==> config.mk <==
export PLATFORM = sky130hd
export DESIGN_NAME = dsm_sample_sequencer_flat
export DESIGN_NICKNAME = d
export VERILOG_FILES = /design/src/rtl/dsm_sample_sequencer_if.sv /design/src/rtl/dsm_sample_sequencer.sv /design/src/flat_wrapper.sv
export SDC_FILE = /design/constraint.sdc
export NUM_CORES = 1
export LEC_CHECK = 0
export ABC_AREA = 1
export CORE_MARGIN = 5
export CORE_UTILIZATION = 55
export CTS_CLUSTER_DIAMETER = 120
export DETAILED_ROUTE_END_ITERATION = 12
export GPL_ROUTABILITY_DRIVEN = 0
export PLACE_DENSITY_LB_ADDON = 0.3
export SLEW_MARGIN = 20
export SYNTH_ARGS = -nofsm -noshare
export SYNTH_HDL_FRONTEND = slang
export SYNTH_SLANG_ARGS = --single-unit
==> constraint.sdc <==
create_clock -name Clk -period 2.6 [get_ports Clk]
set_clock_uncertainty 0.15 [all_clocks]
set_input_delay 0.52 -clock Clk [delete_from_list [all_inputs] [get_ports Clk]]
set_output_delay 0.52 -clock Clk [all_outputs]
set_load 0.03 [all_outputs]
==> src/rtl/dsm_sample_sequencer_if.sv <==
// Sample handshake between the modulator datapath (master) and the
// delta-sigma sample sequencer (slave).
interface dsm_sample_sequencer_if;
    logic [7:0] SampleIn;
    logic       SampleValid;
    logic       SampleReady;

    modport master (output SampleIn, output SampleValid, input SampleReady);
    modport slave  (input SampleIn, input SampleValid, output SampleReady);
endinterface

==> src/rtl/dsm_sample_sequencer.sv <==
// Sample sequencer feeding the transmit delta-sigma modulator: FIFO-buffered samples held OSR clocks each.
// Optional ramp in/out of the idle level is enabled by defining DSM_SEQ_RAMP_EN.
module dsm_sample_sequencer #(
    parameter int unsigned OSR        = 64,
    parameter int unsigned FIFO_DEPTH = 4,
    parameter logic [7:0]  IDLE_LEVEL = 8'h80
) (
    input  logic                         Clk,
    input  logic                         Reset_n,
    input  logic                         Enable_i,
    dsm_sample_sequencer_if.slave        smp,
    output logic [7:0]                   DsmIn_o,
    output logic                         SampleTick_o,
    output logic                         Underrun_o,
    output logic                         Active_o
);

    localparam int unsigned CNT_W = $clog2(OSR);
    localparam int unsigned PTR_W = $clog2(FIFO_DEPTH);
    localparam logic [CNT_W-1:0] CNT_LAST  = CNT_W'(OSR - 1);
    localparam logic [PTR_W:0]   FILL_FULL = (PTR_W + 1)'(FIFO_DEPTH);

    typedef enum logic [1:0] {
        ST_IDLE,
        ST_RUN,
        ST_RAMP_UP,
        ST_RAMP_DOWN
    } state_e;

    state_e           state_q, state_d;
    logic [7:0]       mem_q [FIFO_DEPTH];
    logic [PTR_W-1:0] wr_ptr_q, rd_ptr_q;
    logic [PTR_W:0]   fill_q, fill_d;
    logic [CNT_W-1:0] cnt_q, cnt_d;
    logic [7:0]       dsm_q, dsm_d;
    logic             tick_q, underrun_q;
    logic             push, pop, underrun;
    logic             full, empty, boundary;
    logic [7:0]       head;
`ifdef DSM_SEQ_RAMP_EN
    logic [7:0]       target_q, target_d;

    function automatic logic [7:0] step_toward(input logic [7:0] cur, input logic [7:0] tgt);
        if (cur < tgt)      return cur + 8'd1;
        else if (cur > tgt) return cur - 8'd1;
        else                return cur;
    endfunction
`endif

    // Pop decisions use the registered fill level, so a fresh push is never popped in its own cycle.
    assign full     = (fill_q == FILL_FULL);
    assign empty    = (fill_q == '0);
    assign head     = mem_q[rd_ptr_q];
    assign boundary = (cnt_q == CNT_LAST);
    assign push     = smp.SampleValid && !full;

    assign smp.SampleReady = !full;
    assign DsmIn_o         = dsm_q;
    assign SampleTick_o    = tick_q;
    assign Underrun_o      = underrun_q;
    assign Active_o        = (state_q != ST_IDLE);

    // State register.
    always_ff @(posedge Clk or negedge Reset_n) begin
        if (!Reset_n) state_q <= ST_IDLE;
        else          state_q <= state_d;
    end

    // Next-state logic; also decides pop and underrun events.
    always_comb begin
        // NOTE: every combinational output gets a default first so no path leaves it unassigned (no latch).
        state_d  = state_q;
        pop      = 1'b0;
        underrun = 1'b0;
        case (state_q)
            ST_IDLE: begin
                if (Enable_i && !empty) begin
                    pop = 1'b1;
`ifdef DSM_SEQ_RAMP_EN
                    state_d = (step_toward(IDLE_LEVEL, head) == head) ? ST_RUN : ST_RAMP_UP;
`else
                    state_d = ST_RUN;
`endif
                end
            end
            ST_RUN: begin
                if (boundary) begin
                    if (!Enable_i) begin
`ifdef DSM_SEQ_RAMP_EN
                        state_d = (step_toward(dsm_q, IDLE_LEVEL) == IDLE_LEVEL) ? ST_IDLE : ST_RAMP_DOWN;
`else
                        state_d = ST_IDLE;
`endif
                    end else if (!empty) begin
                        pop = 1'b1;
                    end else begin
                        underrun = 1'b1;
                    end
                end
            end
`ifdef DSM_SEQ_RAMP_EN
            ST_RAMP_UP: begin
                if (step_toward(dsm_q, target_q) == target_q) state_d = ST_RUN;
            end
            ST_RAMP_DOWN: begin
                // Enable is deliberately ignored until the ramp reaches idle.
                if (step_toward(dsm_q, IDLE_LEVEL) == IDLE_LEVEL) state_d = ST_IDLE;
            end
`endif
            default: state_d = ST_IDLE;
        endcase
    end

    // Output/datapath next-state: modulator code, period counter, ramp target.
    always_comb begin
        dsm_d = dsm_q;
        cnt_d = cnt_q;
`ifdef DSM_SEQ_RAMP_EN
        target_d = target_q;
`endif
        case (state_q)
            ST_IDLE: begin
                cnt_d = '0;
                dsm_d = IDLE_LEVEL;
                if (pop) begin
`ifdef DSM_SEQ_RAMP_EN
                    target_d = head;
                    dsm_d    = step_toward(IDLE_LEVEL, head);
`else
                    dsm_d = head;
`endif
                end
            end
            ST_RUN: begin
                cnt_d = boundary ? '0 : cnt_q + CNT_W'(1);
                if (boundary) begin
                    if (!Enable_i) begin
`ifdef DSM_SEQ_RAMP_EN
                        dsm_d = step_toward(dsm_q, IDLE_LEVEL);
`else
                        dsm_d = IDLE_LEVEL;
`endif
                    end else if (pop) begin
                        dsm_d = head;
                    end else begin
                        dsm_d = IDLE_LEVEL;
                    end
                end
            end
`ifdef DSM_SEQ_RAMP_EN
            ST_RAMP_UP: begin
                cnt_d = '0;
                dsm_d = step_toward(dsm_q, target_q);
            end
            ST_RAMP_DOWN: begin
                cnt_d = '0;
                dsm_d = step_toward(dsm_q, IDLE_LEVEL);
            end
`endif
            default: begin
                cnt_d = '0;
                dsm_d = IDLE_LEVEL;
            end
        endcase
    end

    always_comb begin
        fill_d = fill_q;
        case ({push, pop})
            2'b10:   fill_d = fill_q + (PTR_W + 1)'(1);
            2'b01:   fill_d = fill_q - (PTR_W + 1)'(1);
            default: fill_d = fill_q;
        endcase
    end

    always_ff @(posedge Clk or negedge Reset_n) begin
        // NOTE: sequential state uses non-blocking assignments so every register samples pre-edge values.
        if (!Reset_n) begin
            wr_ptr_q   <= '0;
            rd_ptr_q   <= '0;
            fill_q     <= '0;
            cnt_q      <= '0;
            dsm_q      <= IDLE_LEVEL;
            tick_q     <= 1'b0;
            underrun_q <= 1'b0;
`ifdef DSM_SEQ_RAMP_EN
            target_q   <= IDLE_LEVEL;
`endif
        end else begin
            if (push) wr_ptr_q <= wr_ptr_q + PTR_W'(1);
            if (pop)  rd_ptr_q <= rd_ptr_q + PTR_W'(1);
            fill_q     <= fill_d;
            cnt_q      <= cnt_d;
            dsm_q      <= dsm_d;
            tick_q     <= pop;
            underrun_q <= underrun;
`ifdef DSM_SEQ_RAMP_EN
            target_q   <= target_d;
`endif
        end
    end

    // NOTE: the sample storage is not reset; the fill level and pointers alone define which entries are valid.
    always_ff @(posedge Clk) begin
        if (push) mem_q[wr_ptr_q] <= smp.SampleIn;
    end

endmodule
==> src/flat_wrapper.sv <==
// flat-port wrapper written by rule: the top's interface ports become plain ports
module dsm_sample_sequencer_flat 
#(
    parameter int unsigned OSR        = 64,
    parameter int unsigned FIFO_DEPTH = 4,
    parameter logic [7:0]  IDLE_LEVEL = 8'h80
)
  (Clk, Reset_n, Enable_i, DsmIn_o, SampleTick_o, Underrun_o, Active_o, smp_SampleIn, smp_SampleValid, smp_SampleReady);
  dsm_sample_sequencer_if smp_i ();
  input  logic Clk;
  input  logic Reset_n;
  input  logic Enable_i;
  output logic [7:0] DsmIn_o;
  output logic SampleTick_o;
  output logic Underrun_o;
  output logic Active_o;
  input wire logic [$bits(smp_i.SampleIn)-1:0] smp_SampleIn;
  input wire logic [$bits(smp_i.SampleValid)-1:0] smp_SampleValid;
  output wire logic [$bits(smp_i.SampleReady)-1:0] smp_SampleReady;
  assign smp_i.SampleIn = smp_SampleIn;
  assign smp_i.SampleValid = smp_SampleValid;
  assign smp_SampleReady = smp_i.SampleReady;
  dsm_sample_sequencer #(.OSR(OSR), .FIFO_DEPTH(FIFO_DEPTH), .IDLE_LEVEL(IDLE_LEVEL)) u_core (.Clk(Clk), .Reset_n(Reset_n), .Enable_i(Enable_i), .smp(smp_i), .DsmIn_o(DsmIn_o), .SampleTick_o(SampleTick_o), .Underrun_o(Underrun_o), .Active_o(Active_o));
endmodule
* After elaboration in Yosys (flattened, before gate mapping)
Memory sizes are Yosys's and may differ from the RTL's.
Index checks and enable logic that the tools add are counted.
** Storage, ports and cells
- Bits in registers :: 25
- Input port bits :: 12
- Memories :: 1
- Logic and storage cells :: 53
- RAM bits :: 32
- Output and inout port bits :: 12
** Operators by class
- Muxes and demuxes :: 22
- Equality and inequality tests :: 8
- Add/sub/neg operators :: 5
- Reduce and logical (&&, ||, !) cells :: 9
** Memory list
- u_core.mem_q :: words 4, width 8, rd ports 1, clocked after Yosys merged registers in 0, wr ports 1, RTL line dsm_sample_sequencer.sv:31 : logic [7:0] mem_q [FIFO_DEPTH];
** Operator list (number)
- $mux 8 :: 3
- $pmux 8 s2 :: 1
- $mux 6 :: 2
- $mux 1 :: 10
- $add 6x1->6 const B :: 1
- $eq 6x6->1 const B :: 1
- $mux 2 :: 3
- $pmux 3 s2 :: 1
- $add 2x1->2 const B :: 2
- $eq 2x1->1 const B :: 2
- $ne 2x1->1 const B :: 2
- $pmux 2 s2 :: 1
- $reduce_bool 2->1 :: 2
- $add 3x1->3 const B :: 1
- $eq 3x3->1 const B :: 1
- $logic_not 3->1 :: 1
- $reduce_and 3->1 :: 1
- $sub 3x1->3 const B :: 1
- $eq 2x2->1 const B :: 1
- $logic_and 1x1->1 :: 2
- $logic_not 1->1 :: 2
- $logic_not 2->1 :: 1
- $ne 2x2->1 const B :: 1
- $pmux 1 s2 :: 1

* Depth between registers and ports, before layout
- Depth after elaboration :: 9
- Mapped depth :: 12
- Mapped depth without buffers :: 12

* Worst setup path before layout
Ideal clock, no wire load.
- Path kind :: flip-flop to flip-flop
- Start point :: register u_core.cnt_q[0]
- End point :: register u_core.fill_q[2]
- Path buffers :: 0
- Clock period less this slack :: 2205 ps
- Required time :: 2371 ps
- Path slack :: 395 ps
- Setup time :: 79 ps
- Arrival :: 1976 ps
- Stages on the path, launching flop included :: 13
- Cells stage by stage :: dfrtp_1 ha_1 nand3_2 o21ai_4 nand2_1 inv_1 ha_1 inv_1 fa_1 nor2_1 nor2_1 nand2_1 xor2_1
** On the way
- Longest elaborated chain between the ends :: 5
- Elaborated cells on any way between the ends :: 7
- Classes of those cells :: eq/ne: 3; mux: 3; reduce/logical: 1
** Ends and longest elaborated chain
- start: declaration :: RTL line dsm_sample_sequencer.sv:34 : logic [CNT_W-1:0] cnt_q, cnt_d;
- start signal: assignment :: RTL line dsm_sample_sequencer.sv:193 : cnt_q <= cnt_d;
- $eq 6x6->1 * :: RTL line dsm_sample_sequencer.sv:54 : assign boundary = (cnt_q == CNT_LAST);
- $mux 1 * :: RTL line dsm_sample_sequencer.sv:87 : if (boundary) begin
- $pmux 1 s2 * :: RTL line dsm_sample_sequencer.sv:75 : case (state_q)
- via u_core.pop :: RTL line dsm_sample_sequencer.sv:37 : logic push, pop, underrun;
- $eq 2x1->1 or $eq 2x2->1 (tied branches) :: RTL line dsm_sample_sequencer.sv:169 : case ({push, pop})
- $pmux 3 s2 or $reduce_bool 2->1 (tied branches)
- end signal: assignment :: RTL line dsm_sample_sequencer.sv:192 : fill_q <= fill_d;
- end: declaration :: RTL line dsm_sample_sequencer.sv:33 : logic [PTR_W:0] fill_q, fill_d;
Mark *: on every way through the listed nets, which the timed path passes. The rest lies on a longest branch.
A chain may end at the register's enable or synchronous reset.

* Final worst setup path
Ends and elaborated chain as after synthesis.

==> results.py <==
metrics = {
    "clock_tree": {
        "clk_latency_ns": 0.30,
        "cts_inserted_buffers": 5,
        "cts_tree": "done",
        "hold_buffers": 0,
        "htreeDepth": 2,
        "cts.sinks": 56,
        "post_cts_buffers": 0,
        "post_cts_resized": 0,
        "clock_path_buffers": 2,
        "path_clk_slew_ns": 0.09,
        "ctsRootBufferMaster": "clkbuf_8",
    },
    "sta": {
        "relSlewSlack_pct": 71.2,
        "rsz0062_at_grt": "false",
        "period_minus_slack_ns": 2.27,
        "finalSetupViolCount": 0,
        "hold_slack_ns": 0.314,
        "finalCritPeriodShare_pct": 87.1,
        "tightest_slew_ns": 0.432,
        "fmax_mhz": 441,
        "fin_tns_setup_ns": 0,
        "slew_viol_final": 0,
        "hold_viol": 0,
    },
    "die": {
        "fp.dieH_um": 77.4,
        "fp.dieW_um": 77.4,
        "die-area_um2": 5990,
        "row_count": 24,
        "io_pins": 24,
        "core_area_um2": 4380,
        "start_util_pct": 57.0,
    },
    "finish": {
        "fin_util_pct": 66.7,
        "drive_above_1_share_pct": 9.25,
        "antenna_cells": 0,
        "fin_nets": 299,
        "area_delta_synth_final_pct": 16.9,
        "final_area_um2": 2920,
    },
    "global_route": {
        "grt_pass1_wl_um": 6850,
        "grt_max_degree": 25,
        "grt-ovfl-total": 0,
        "antenna_found_initial": 0,
        "track_usage_pct": 14.5,
        "grt_pass1_vias": 1455,
    },
    "detailed_routing": {
        "avgRoutedWirePerCell_um": 12.1,
        "dr_total_vias": 1600,
        "drt-total-wl_um": 4020,
        "drc": 0,
        "ant_nets": 0,
        "top_layer": "met4",
        "drt_iter0_drc": 78,
        "wl_met2_um": 1970,
        "first_pass_iters": 4,
        "vias_per_cell": 4.80,
        "met1_length_um": 1750,
        "dr_wl_met3_um": 224,
    },
    "synthesis": {
        "seq_area_frac_synth_pct": 62.5,
        "syn_avg_cell_area_um2": 10.1,
        "ys_warn_count": 0,
        "ys_types": 25,
        "synthCells": 247,
        "synth_seq_cells": 56,
        "synth_nets": 266,
        "mappedNetlistArea_um2": 2500,
    },
    "power_and_ir_drop": {
        "ir_drop_uv": 377,
        "powerDensity_nw_per_um2": 537,
        "leakagePower_nw": 1.36,
    },
    "place": {
        "dpl.hpwl_um": 2940,
        "placed_cell_area_um2": 2800,
        "port_buffers": 23,
    },
    "setup_path": {
        "start_kind": "flip-flop",
        "setup.worst_path.end_class": "flip-flop",
        "cp.arrival_ns": 2.34,
        "worstPathRequired_ns": 2.68,
        "worstSetupPathType": "flip-flop to flip-flop",
        "cp_max_fo": 3,
    },
    "hold_path": {
        "hp-class": "flip-flop to flip-flop",
    },
    "flow_run": {
        "maxCapViolCount": 0,
    },
    "run_status": {
        "outcome": "complete, no violations",
    },
}
[path summary, 6_finish.rpt]
check	start	to	slack, ns	depth (start not counted)
max	u_core.cnt_q[0]$_DFF_PN0_	u_core.fill_q[2]$_DFFE_PN0P_	0.33	12
min	u_core.cnt_q[0]$_DFF_PN0_	u_core.cnt_q[0]$_DFF_PN0_	0.31	1
max reg2reg	u_core.cnt_q[0]$_DFF_PN0_	u_core.fill_q[2]$_DFFE_PN0P_	0.33	12
min reg2reg	u_core.cnt_q[0]$_DFF_PN0_	u_core.cnt_q[0]$_DFF_PN0_	0.31	1
max in group asynchronous	Reset_n	u_core.DsmIn_o[7]$_DFFE_PN1P_	1.59	2
min in group asynchronous	Reset_n	u_core.DsmIn_o[5]$_DFFE_PN0P_	0.43	2
[flip-flops by register name, summed over array words and instances (netlist names)]
signal,cells
u_core.SampleTick_o,1
u_core.rd_ptr_q,2
u_core.fill_q,3
u_core.mem_q,32
u_core.Underrun_o,1
u_core.DsmIn_o,8
u_core.cnt_q,6
u_core.state_q,1
u_core.wr_ptr_q,2
[critical path, cell delays in order, from the launching register on]
cell,delay (ns)
dfrtp_1,0.38
ha_1,0.21
nand3_2,0.14
o21ai_4,0.15
nand2_1,0.08
inv_1,0.08
ha_1,0.14
inv_1,0.07
fa_1,0.44
nor2_1,0.11
nor2_1,0.04
nand2_1,0.07
xor2_1,0.13
[stage by stage]
step           power (W)  std cells  setup slack [ns]
2_1_floorplan   0.000964        247             0.395
3_3_place_gp    0.000993        325            0.0723
3_5_place_dp    0.000994        325            0.0295
4_1_cts          0.00158        333             0.314
5_1_grt          0.00162        333             0.163
6_report         0.00157        333             0.334
[report_power, final]
| part | total [W] | switching [W] | internal (W) |
|---|---|---|---|
| logic | 0.0000348 | 0.0000173 | 0.0000175 |
| clock network | 0.000594 | 0.000255 | 0.000340 |
| registers | 0.000939 | 0 | 0.000939 |
[layout by cell type (no fill, tap or decap), types with 2 or more instances in the layout]
cell / synthesis / final
nand2_2: 2 / 2
clkbuf_8: 1 / 7
inv_1: 48 / 48
nor2_1: 11 / 11
nand3_1: 28 / 28
inv_2: 2 / 2
clkdlybuf4s50_1: 0 / 23
xor2_1: 4 / 4
dfrtp_1: 23 / 23
a21oi_1: 3 / 3
nand2_1: 70 / 70
edfxtp_1: 32 / 32
ha_1: 6 / 6
o21ai_0: 2 / 2
buf_4: 1 / 9
[final cells by class]
cell class              count  area, µm²
multi-input cells         135        683
clock buffers               7       96.3
clock inverters             1       30.0
repair buffers             32        298
well taps                  52       65.1
fillers                   350       1460
flip-flops and latches     56       1560
inverters                  50        188
[metal layers]
layer	track usage, %	up-vias
met3	3.01	7
met1	19.1	730
met4	5.67	0
li1	-	830
met2	23.5	33
met5	0	-
[cell families after synthesis]
kind of cell,count (synthesis),synth area share [%]
xor+xnor,5,1.75
simple gates,116,19.8
flops,56,62.5
fa+ha+maj,7,3.80
buf+inv,56,10.2
compound gates,7,2.00
[Yosys cell counts, drive strengths merged]
cell	number	area (µm²)
xor2	4	35.0
dfrtp	23	576
edfxtp	32	961
nand2	72	275
ha	6	75.1
inv	50	188
buf	5	52.6
a21oi	4	23.8
dfstp	1	26.3
xnor2	1	8.76
o21ai	3	26.3
nand3	29	150
clkbuf	1	13.8
nor4	1	6.26
nor2	12	47.6
fa	1	20.0
nor3b	1	7.51
nand3b	1	7.51
(Power assumes the default switching activity.)
